$ cat src/rtl/pacman_pkg.sv
// Shared ghost-control types: mode encoding, direction codes and LFSR taps.
package pacman_pkg;

  typedef enum logic [1:0] {
    GM_IDLE    = 2'd0,
    GM_SCATTER = 2'd1,
    GM_CHASE   = 2'd2,
    GM_FRIGHT  = 2'd3
  } ghost_mode_t;

  localparam logic [1:0] DIR_UP    = 2'd0;
  localparam logic [1:0] DIR_DOWN  = 2'd1;
  localparam logic [1:0] DIR_LEFT  = 2'd2;
  localparam logic [1:0] DIR_RIGHT = 2'd3;

  // Right-shifting Galois taps for x^16 + x^14 + x^13 + x^11 + 1.
  localparam logic [15:0] LFSR_MASK = 16'hB400;

  function automatic logic [1:0] dir_reverse(input logic [1:0] d);
    case (d)
      DIR_UP:   dir_reverse = DIR_DOWN;
      DIR_DOWN: dir_reverse = DIR_UP;
      DIR_LEFT: dir_reverse = DIR_RIGHT;
      default:  dir_reverse = DIR_LEFT;
    endcase
  endfunction

endpackage

$ cat src/rtl/lfsr16.sv
// 16-bit Galois LFSR, steps every Clk; a zero state is replaced by seed on the next Clk.
module lfsr16
  import pacman_pkg::*;
(
  input  logic        Clk,
  input  logic        Reset,
  input  logic [15:0] seed,
  output logic [15:0] q
);

  always_ff @(posedge Clk or posedge Reset) begin
    if (Reset) begin
      q <= seed;
    end else if (q == 16'h0000) begin
      q <= seed;
    end else begin
      q <= {1'b0, q[15:1]} ^ (q[0] ? LFSR_MASK : 16'h0000);
    end
  end

endmodule

$ cat src/rtl/ghost_director.sv
// Ghost scatter/chase/fright scheduler plus per-frame random directions; outputs land 3-4 Clk after frame_clk rises.
// No backpressure: ggShow stalls everything but the LFSR. GHOST_DIR_FREEZE_WARN_EN enables freeze_warn.
module ghost_director
  import pacman_pkg::*;
#(
  parameter logic [9:0]  SCATTER_FRAMES = 10'd420,
  parameter logic [9:0]  CHASE_FRAMES   = 10'd900,
  parameter logic [9:0]  FREEZE_FRAMES  = 10'd360,
  parameter logic [9:0]  WARN_FRAMES    = 10'd90,
  parameter logic [2:0]  AI_LEVEL       = 3'd5,
  parameter logic [15:0] LFSR_SEED      = 16'hACE1
) (
  input  logic       Clk,
  input  logic       Reset,
  input  logic       frame_clk,
  input  logic       start,
  input  logic       super_dot,
  input  logic       ggShow,
  output logic [7:0] rnd_dir,
  output logic [2:0] AIpercent,
  output logic       freeze,
  output logic       freeze_warn,
  output logic [1:0] mode
);

  if (SCATTER_FRAMES == 10'd0 || CHASE_FRAMES == 10'd0 || FREEZE_FRAMES == 10'd0 ||
      WARN_FRAMES >= FREEZE_FRAMES || LFSR_SEED == 16'h0000) begin : g_cfg_bad
    $error("ghost_director: invalid frame/seed parameters");
  end

  logic [15:0] lfsr_q;
  logic [2:0]  fsync;
  logic        tick, consume;
  logic        sd_q, pending, pending_n;

  ghost_mode_t state, state_n, sv_mode, sv_mode_n, ph_mode;
  logic [9:0]  cnt, cnt_n, fcnt, fcnt_n, sv_cnt, sv_cnt_n, ph_cnt;
  logic [7:0]  rnd_n;
  logic [2:0]  ai_n;
  logic        freeze_n;

  lfsr16 u_lfsr (
    .Clk   (Clk),
    .Reset (Reset),
    .seed  (LFSR_SEED),
    .q     (lfsr_q)
  );

  assign tick    = fsync[1] & ~fsync[2];
  assign consume = tick & ~ggShow;

  always_ff @(posedge Clk or posedge Reset) begin
    if (Reset) begin
      fsync   <= 3'b000;
      sd_q    <= 1'b0;
      pending <= 1'b0;
    end else begin
      fsync   <= {fsync[1:0], frame_clk};
      sd_q    <= super_dot;
      pending <= pending_n;
    end
  end

  always_ff @(posedge Clk or posedge Reset) begin
    if (Reset) begin
      state     <= GM_IDLE;
      cnt       <= 10'd0;
      fcnt      <= 10'd0;
      sv_mode   <= GM_IDLE;
      sv_cnt    <= 10'd0;
      rnd_dir   <= 8'd0;
      AIpercent <= 3'd0;
      freeze    <= 1'b0;
    end else begin
      state     <= state_n;
      cnt       <= cnt_n;
      fcnt      <= fcnt_n;
      sv_mode   <= sv_mode_n;
      sv_cnt    <= sv_cnt_n;
      rnd_dir   <= rnd_n;
      AIpercent <= ai_n;
      freeze    <= freeze_n;
    end
  end

  always_comb begin
    state_n   = state;
    cnt_n     = cnt;
    fcnt_n    = fcnt;
    sv_mode_n = sv_mode;
    sv_cnt_n  = sv_cnt;
    ph_mode   = state;
    ph_cnt    = cnt;
    rnd_n     = rnd_dir;
    pending_n = pending;

    // A new edge outranks consumption so a press on the tick cycle is not lost.
    if (super_dot && !sd_q) begin
      pending_n = 1'b1;
    end else if (consume) begin
      pending_n = 1'b0;
    end

    if (consume) begin
      rnd_n = lfsr_q[7:0];
      case (state)
        GM_IDLE: begin
          if (start) begin
            state_n = GM_SCATTER;
            cnt_n   = SCATTER_FRAMES - 10'd1;
          end
        end
        GM_SCATTER, GM_CHASE: begin
          if (cnt == 10'd0) begin
            ph_mode = (state == GM_SCATTER) ? GM_CHASE : GM_SCATTER;
            ph_cnt  = (state == GM_SCATTER) ? CHASE_FRAMES - 10'd1 : SCATTER_FRAMES - 10'd1;
          end else begin
            ph_cnt = cnt - 10'd1;
          end
          // Fright saves the post-tick phase, so expiry on this tick resumes the new phase in full.
          if (pending) begin
            sv_mode_n = ph_mode;
            sv_cnt_n  = ph_cnt;
            state_n   = GM_FRIGHT;
            fcnt_n    = FREEZE_FRAMES - 10'd1;
          end else begin
            state_n = ph_mode;
            cnt_n   = ph_cnt;
          end
        end
        default: begin
          if (pending) begin
            fcnt_n = FREEZE_FRAMES - 10'd1;
          end else if (fcnt == 10'd0) begin
            state_n = sv_mode;
            cnt_n   = sv_cnt;
          end else begin
            fcnt_n = fcnt - 10'd1;
          end
        end
      endcase
    end

    ai_n     = (state_n == GM_CHASE) ? AI_LEVEL : 3'd0;
    freeze_n = (state_n == GM_FRIGHT);
  end

`ifdef GHOST_DIR_FREEZE_WARN_EN
  logic warn_n;

  assign warn_n = (state_n == GM_FRIGHT) && (fcnt_n < WARN_FRAMES);

  always_ff @(posedge Clk or posedge Reset) begin
    if (Reset) begin
      freeze_warn <= 1'b0;
    end else begin
      freeze_warn <= warn_n;
    end
  end
`else
  assign freeze_warn = 1'b0;
`endif

  assign mode = state;

endmodule

$ cat config.mk
export PLATFORM = sky130hd
export DESIGN_NAME = ghost_director
export DESIGN_NICKNAME = d
export VERILOG_FILES = /design/src/rtl/pacman_pkg.sv /design/src/rtl/lfsr16.sv /design/src/rtl/ghost_director.sv
export SDC_FILE = /design/constraint.sdc
export NUM_CORES = 1
export LEC_CHECK = 0
export ABC_AREA = 1
export ABC_CLOCK_PERIOD_IN_PS = 2200
export BUFFER_PORTS_ARGS = -buffer_cell sky130_fd_sc_hd__buf_2
export CAP_MARGIN = 5
export CORE_MARGIN = 5
export CORE_UTILIZATION = 45
export DETAILED_ROUTE_END_ITERATION = 12
export GPL_TIMING_DRIVEN = 0
export PLACE_DENSITY = 0.66
export SYNTH_ARGS = -nofsm -noshare
export SYNTH_HDL_FRONTEND = slang
export SYNTH_SLANG_ARGS = --single-unit
$ cat constraint.sdc
create_clock -name Clk -period 2.2 [get_ports Clk]
set_clock_uncertainty 0.15 [all_clocks]
set_input_delay 0.44 -clock Clk [delete_from_list [all_inputs] [get_ports Clk]]
set_output_delay 0.44 -clock Clk [all_outputs]
set_load 0.03 [all_outputs]
Word-level counts from Yosys, hierarchy flattened:

Index checks and enable logic that the tools add are counted.

* register bits: 67
* bits of input ports: 6
* output and inout bits: 15
* word-level logic and storage cells: 65

* $add $sub $neg: 2
* eq/ne operators: 9
* multiplexer cells: 24
* bitwise gates (word level): 6
* reduce and logical (&&, ||, !) cells: 12

Operator list (number)
* 10-bit 2-to-1 mux: 9
* 10-bit case mux with 2 select lines: 2
* 16-bit 2-to-1 mux: 2
* 10-bit zero test: 2
* 10-bit by 1-bit subtractor with 10-bit output, second input constant: 2
* 16-bit zero test: 1
* 15-bit by 16-bit XOR with 16-bit output: 1
* 2-bit 2-to-1 mux: 7
* 2-bit != test, second input constant: 4
* 2-bit == test, second input constant: 3
* 5-bit AND reduction: 1
* 2-bit case mux with 2 select lines: 1
* 4-bit AND reduction: 1
* 3-bit 2-to-1 mux: 1
* 1-bit inverter: 3
* 3-bit AND reduction: 1
* 3-bit nonzero test: 1
* 1-bit bitwise AND: 2
* 2-bit by 1-bit == test with 1-bit output, second input constant: 1
* 2-bit zero test: 1
* 1-bit 2-to-1 mux: 2
* 2-bit by 1-bit != test with 1-bit output, second input constant: 1
* 2-bit nonzero test: 1
* 2-bit OR reduction: 1
* other kinds (2): 2

Logic depth before layout (Yosys ltp):

* word-level depth: 8
* depth in mapped cells: 13
* gate-level depth less buffers: 13

Worst setup path after synthesis:

Ideal clock, no wire load.

* path type: flip-flop to flip-flop
* from: register state[0] (netlist: mode[0])
* to: register fcnt[5]
* setup time: 122 ps
* data arrival time: 1857 ps
* data required time: 1928 ps
* path slack: 71 ps
* stages on the path, launching flop included: 10
* buffers on the path: 1
* clock period less this slack: 2129 ps
* path through: dfrtp_1 > inv_1 > ha_1 > a21oi_1 > nand2_4 > nor2_4 > buf_6 > nand2_1 > xor2_1 > nand2_1

* cells in the longest elaborated chain, start to end: 4
* elaborated cells between the ends (all ways): 8
* those cells by class: 3 x eq/ne; 1 x mux; 1 x bitwise; 3 x reduce/logical

RTL lines
* from (decl): line ghost_director.sv:36 `ghost_mode_t state, state_n, sv_mode, sv_mode_n, ph_mode;`
* from (signal assigned): line ghost_director.sv:75 `state <= state_n;`
* 2-bit by 1-bit == test with 1-bit output or 2-bit == test (tied branches): line ghost_director.sv:106 `case (state)`
* 2-bit OR reduction: line ghost_director.sv:106
* 2-bit != test (no source line)
* 4-bit AND reduction (no source line)
* to (signal assigned): line ghost_director.sv:77 `fcnt <= fcnt_n;`
* to (decl): line ghost_director.sv:37 `logic [9:0] cnt, cnt_n, fcnt, fcnt_n, sv_cnt, sv_cnt_n, ph_cnt;`

Parallel ways exist; a longest one is shown, timed or not.
A chain may end at the register's enable or synchronous reset.

Worst setup path in the final report:

* from: register cnt[0]
* to: register AIpercent[0]

* cells in the longest elaborated chain, start to end: 7

RTL lines
* from (decl): line ghost_director.sv:37
* from (signal assigned): line ghost_director.sv:76 `cnt <= cnt_n;`
* 10-bit zero test: line ghost_director.sv:114 `if (cnt == 10'd0) begin`
* 2-bit 2-to-1 mux: line ghost_director.sv:114
* 2-bit 2-to-1 mux: line ghost_director.sv:121 `if (pending) begin`
* 2-bit case mux with 2 select lines: line ghost_director.sv:106
* 2-bit 2-to-1 mux: line ghost_director.sv:104 `if (consume) begin`
* 2-bit == test: line ghost_director.sv:144 `ai_n = (state_n == GM_CHASE) ? AI_LEVEL : 3'd0;`
* 3-bit 2-to-1 mux: line ghost_director.sv:144
* via ai_n[0]: line ghost_director.sv:39 `logic [2:0] ai_n;`
* to (signal assigned): line ghost_director.sv:81 `AIpercent <= ai_n;`
* to (decl): line ghost_director.sv:20 `output logic [2:0] AIpercent,`

The timed path passes the listed nets, and every way through them passes these cells.

==> impl_metrics.env <==
export IMPL_fillCellCount=663
export IMPL_n_antenna_cell=0
export IMPL_postCtsSetupBuffers=0
export IMPL_drtIter0Drc=100
export IMPL_fmax_ghz=0.487
export IMPL_clockPowerShare=0.236
export IMPL_cts_buffers=9
export IMPL_switching_share=0.409
export IMPL_grt_pass1_vias=2484
export IMPL_routedWlPerCell_um=12.7
export IMPL_hold_buffers=0
export IMPL_grt_util_all_layers=0.163
export IMPL_slowest_delay_ps=420
export IMPL_p_leak_nw=1.74
export IMPL_cts_resized=0
export IMPL_vias_per_cell=4.83
export IMPL_powerDensity_mw_per_mm2=1240
export IMPL_worstSetupPathType="reg -> reg"
export IMPL_overflow=0
export IMPL_min_period_ps=2050
export IMPL_cp_required_ps=2290
export IMPL_dieArea_mm2=0.00883
export IMPL_start_kind="flop"
export IMPL_hold_viol=0
export IMPL_synth_area_mm2=0.00317
export IMPL_via_count=2386
export IMPL_clockBufferDepth=2
export IMPL_avgSynthCellArea_um2=8.76
export IMPL_arrival_ps=2140
export IMPL_globalplace_congestion=0.891
export IMPL_die_w_um=94.0
export IMPL_drv_cap=0
export IMPL_clock_root_buffer="clkbuf_8"
export IMPL_seq_power_share=0.391
export IMPL_yosys_warnings=0
export IMPL_syn_inst=362
export IMPL_switchingPower_mw=1.84
export IMPL_start_util=0.464
export IMPL_cts_sinks=65
export IMPL_rsz0062_at_grt="false"
export IMPL_core_area_mm2=0.00683
export IMPL_status="finished clean"
export IMPL_grt_pass1_wl_um=11200
export IMPL_relSlewSlack=0.449
export IMPL_p_comb_frac=0.372
export IMPL_drtAntennaViolNets=0
export IMPL_antenna_found_initial=0
export IMPL_first_pass_iters=4
export IMPL_insertion_delay_ps=350
export IMPL_fin_nets=405
export IMPL_cpMostUsedCell="nand2_1"
export IMPL_drc=0
export IMPL_tightest_slew_ps=824
export IMPL_maxSlewViolCount=0
export IMPL_setup_violations=0
export IMPL_num_io_pins=21
export IMPL_async_flop_share=1.00
export IMPL_synth_seq_cells=65
export IMPL_layout_drive_gt1_share=0.231
export IMPL_finalHoldWorstSlack_ps=33.5
export IMPL_grt_max_degree=39
export IMPL_slowest_stage="dfrtp_1"
export IMPL_h_tree_depth=3
export IMPL_wirelength_um=6290
export IMPL_critPathMaxFanout=10
export IMPL_fin_setup_tns_ps=0
export IMPL_hold_path_class="in -> reg"
export IMPL_chipHeight_um=94.0
export IMPL_crit_path_cell_trace="inv_2 -> ha_2 -> nand3_2 -> nor2_4 -> nand2_1 -> buf_6 -> nand2_2 -> nand3_1 -> nand3_1 -> nand2_1 -> nand2_1 -> inv_1"
export IMPL_synth_seq_area_share=0.516
export IMPL_fin_crit_sh=0.933
export IMPL_ir_drop_mv=0.689
export IMPL_dpl_hpwl_um=4480
export IMPL_io_buffer_count=18
export IMPL_clkTransAtPathRegs_ps=80
export IMPL_synth_edf_count=0
export IMPL_rows=30
export IMPL_cts_tree="built"
export IMPL_ys_types=40
export IMPL_power_internal_mw=2.66
export IMPL_end_kind="flop"
export IMPL_synth_ff_type="dfrtp_1"
export IMPL_area_delta_synth_final_pct=14.5
[cells by family after synthesis]
| kind of cell | Yosys count | share of synthesized area |
|---|---|---|
| and+or+nand+nor | 177 | 0.256 |
| DFF | 65 | 0.516 |
| buffers and inverters | 57 | 0.0793 |
| AOI/OAI and AO/OA | 46 | 0.0959 |
| xor gates and xnor gates | 10 | 0.0276 |
| adders and majority gates | 6 | 0.0237 |
| other | 1 | 0.00118 |
[state kept, by name, summed over array words and instances, names as in the netlist]
name,flops
freeze,1
fcnt,10
pending,1
sd_q,1
fsync,3
mode,2
AIpercent,1
cnt,10
sv_cnt,10
sv_mode,2
u_lfsr.q,16
rnd_dir,8
[cell type report]
type                            count  area [um2]  share of cell area
Sequential cell                    65        1640               0.451
Buffer                             18         104              0.0286
Clock inverter                      7        83.8              0.0231
Multi-Input combinational cell    241        1300               0.358
Tap cell                           96         120              0.0331
Timing Repair Buffer               19         110              0.0303
Clock buffer                        9         124              0.0341
Inverter                           39         153              0.0420
[cells in the final DEF (no fill, tap or decap), types with 3 or more instances in the layout]
master,instances
nand2_1,100
dfrtp_1,57
inv_1,31
nor2_1,26
buf_2,19
nand3_1,18
o21ai_0,10
clkbuf_1,9
clkbuf_8,9
a21oi_1,8
a31oi_1,8
dfstp_2,8
nand2_2,7
xor2_1,7
inv_2,6
a21oi_2,5
o21ai_1,5
a22oi_2,5
nor2_4,4
nand4_1,4
nor4_1,4
ha_1,4
buf_6,3
nor2_2,3
xnor2_1,3
buf_4,3
inv_6,3
[routing by layer]
metal	wire length [um]	track usage	up-vias
met3	223	0.0481	11
met2	3070	0.272	37
met4	120	0.0686	0
li1	-	-	1213
met1	2870	0.195	1125
met5	0	0	-
[through the flow]
| stage | util | cells | area [um2] | power [mW] | setup slack (ps) |
|---|---|---|---|---|---|
| after floorplan | - | 363 | 3180 | 3.02 | 71.5 |
| after global placement | 0.496 | 477 | 3390 | 3.35 | 84.8 |
| after detailed placement | 0.499 | 478 | 3410 | 3.41 | 53.7 |
| after CTS | 0.529 | 494 | 3620 | 4.49 | 44.7 |
| after global routing | 0.532 | 494 | 3630 | 4.86 | 3.24 |
| final | 0.532 | 494 | 3630 | 4.50 | 146 |
[cells in the mapped netlist, drive strengths merged, types with 4 or more instances]
library cell  number  area share
clkbuf            10       0.012
nand4              4      0.0079
nand2            108        0.13
nand3             20       0.035
a22oi              5       0.020
nor4               4      0.0079
nor2              33       0.050
or2                4      0.0087
ha                 6       0.024
buf                8       0.021
dfstp              8       0.066
o21ai             15       0.024
dfrtp             57        0.45
a31oi              8       0.016
a21oi             13       0.025
xor2               7       0.019
inv               39       0.047
[power groups by stage]
stage	combinational [mW]	sequential [mW]	clock, mW
CTS	1.64	1.76	1.09
global route	1.89	1.80	1.16
global placement	1.58	1.77	0
finish	1.68	1.76	1.06
detailed placement	1.63	1.77	0
floorplan	1.18	1.84	0
[worst max-delay path, delay by kind of cell (launching register included)]
family / cells / cell delay (ps)
fa+ha+maj: 1 / 210
buf+inv: 3 / 310
flops: 1 / 420
simple gates: 8 / 840
[final timing paths]
check                          endpoint  cells past startpoint      start  slack, ps
hold reg to reg                fsync[1]                      0   fsync[0]        210
setup reg to reg           AIpercent[0]                     12     cnt[0]        150
max in group asynchronous  u_lfsr.q[11]                      3      Reset       1150
setup / recovery           AIpercent[0]                     12     cnt[0]        150
hold / removal                 fsync[0]                      1  frame_clk         30
min in group asynchronous      fsync[0]                      2      Reset         80
Power figures use the tool's default switching activity.
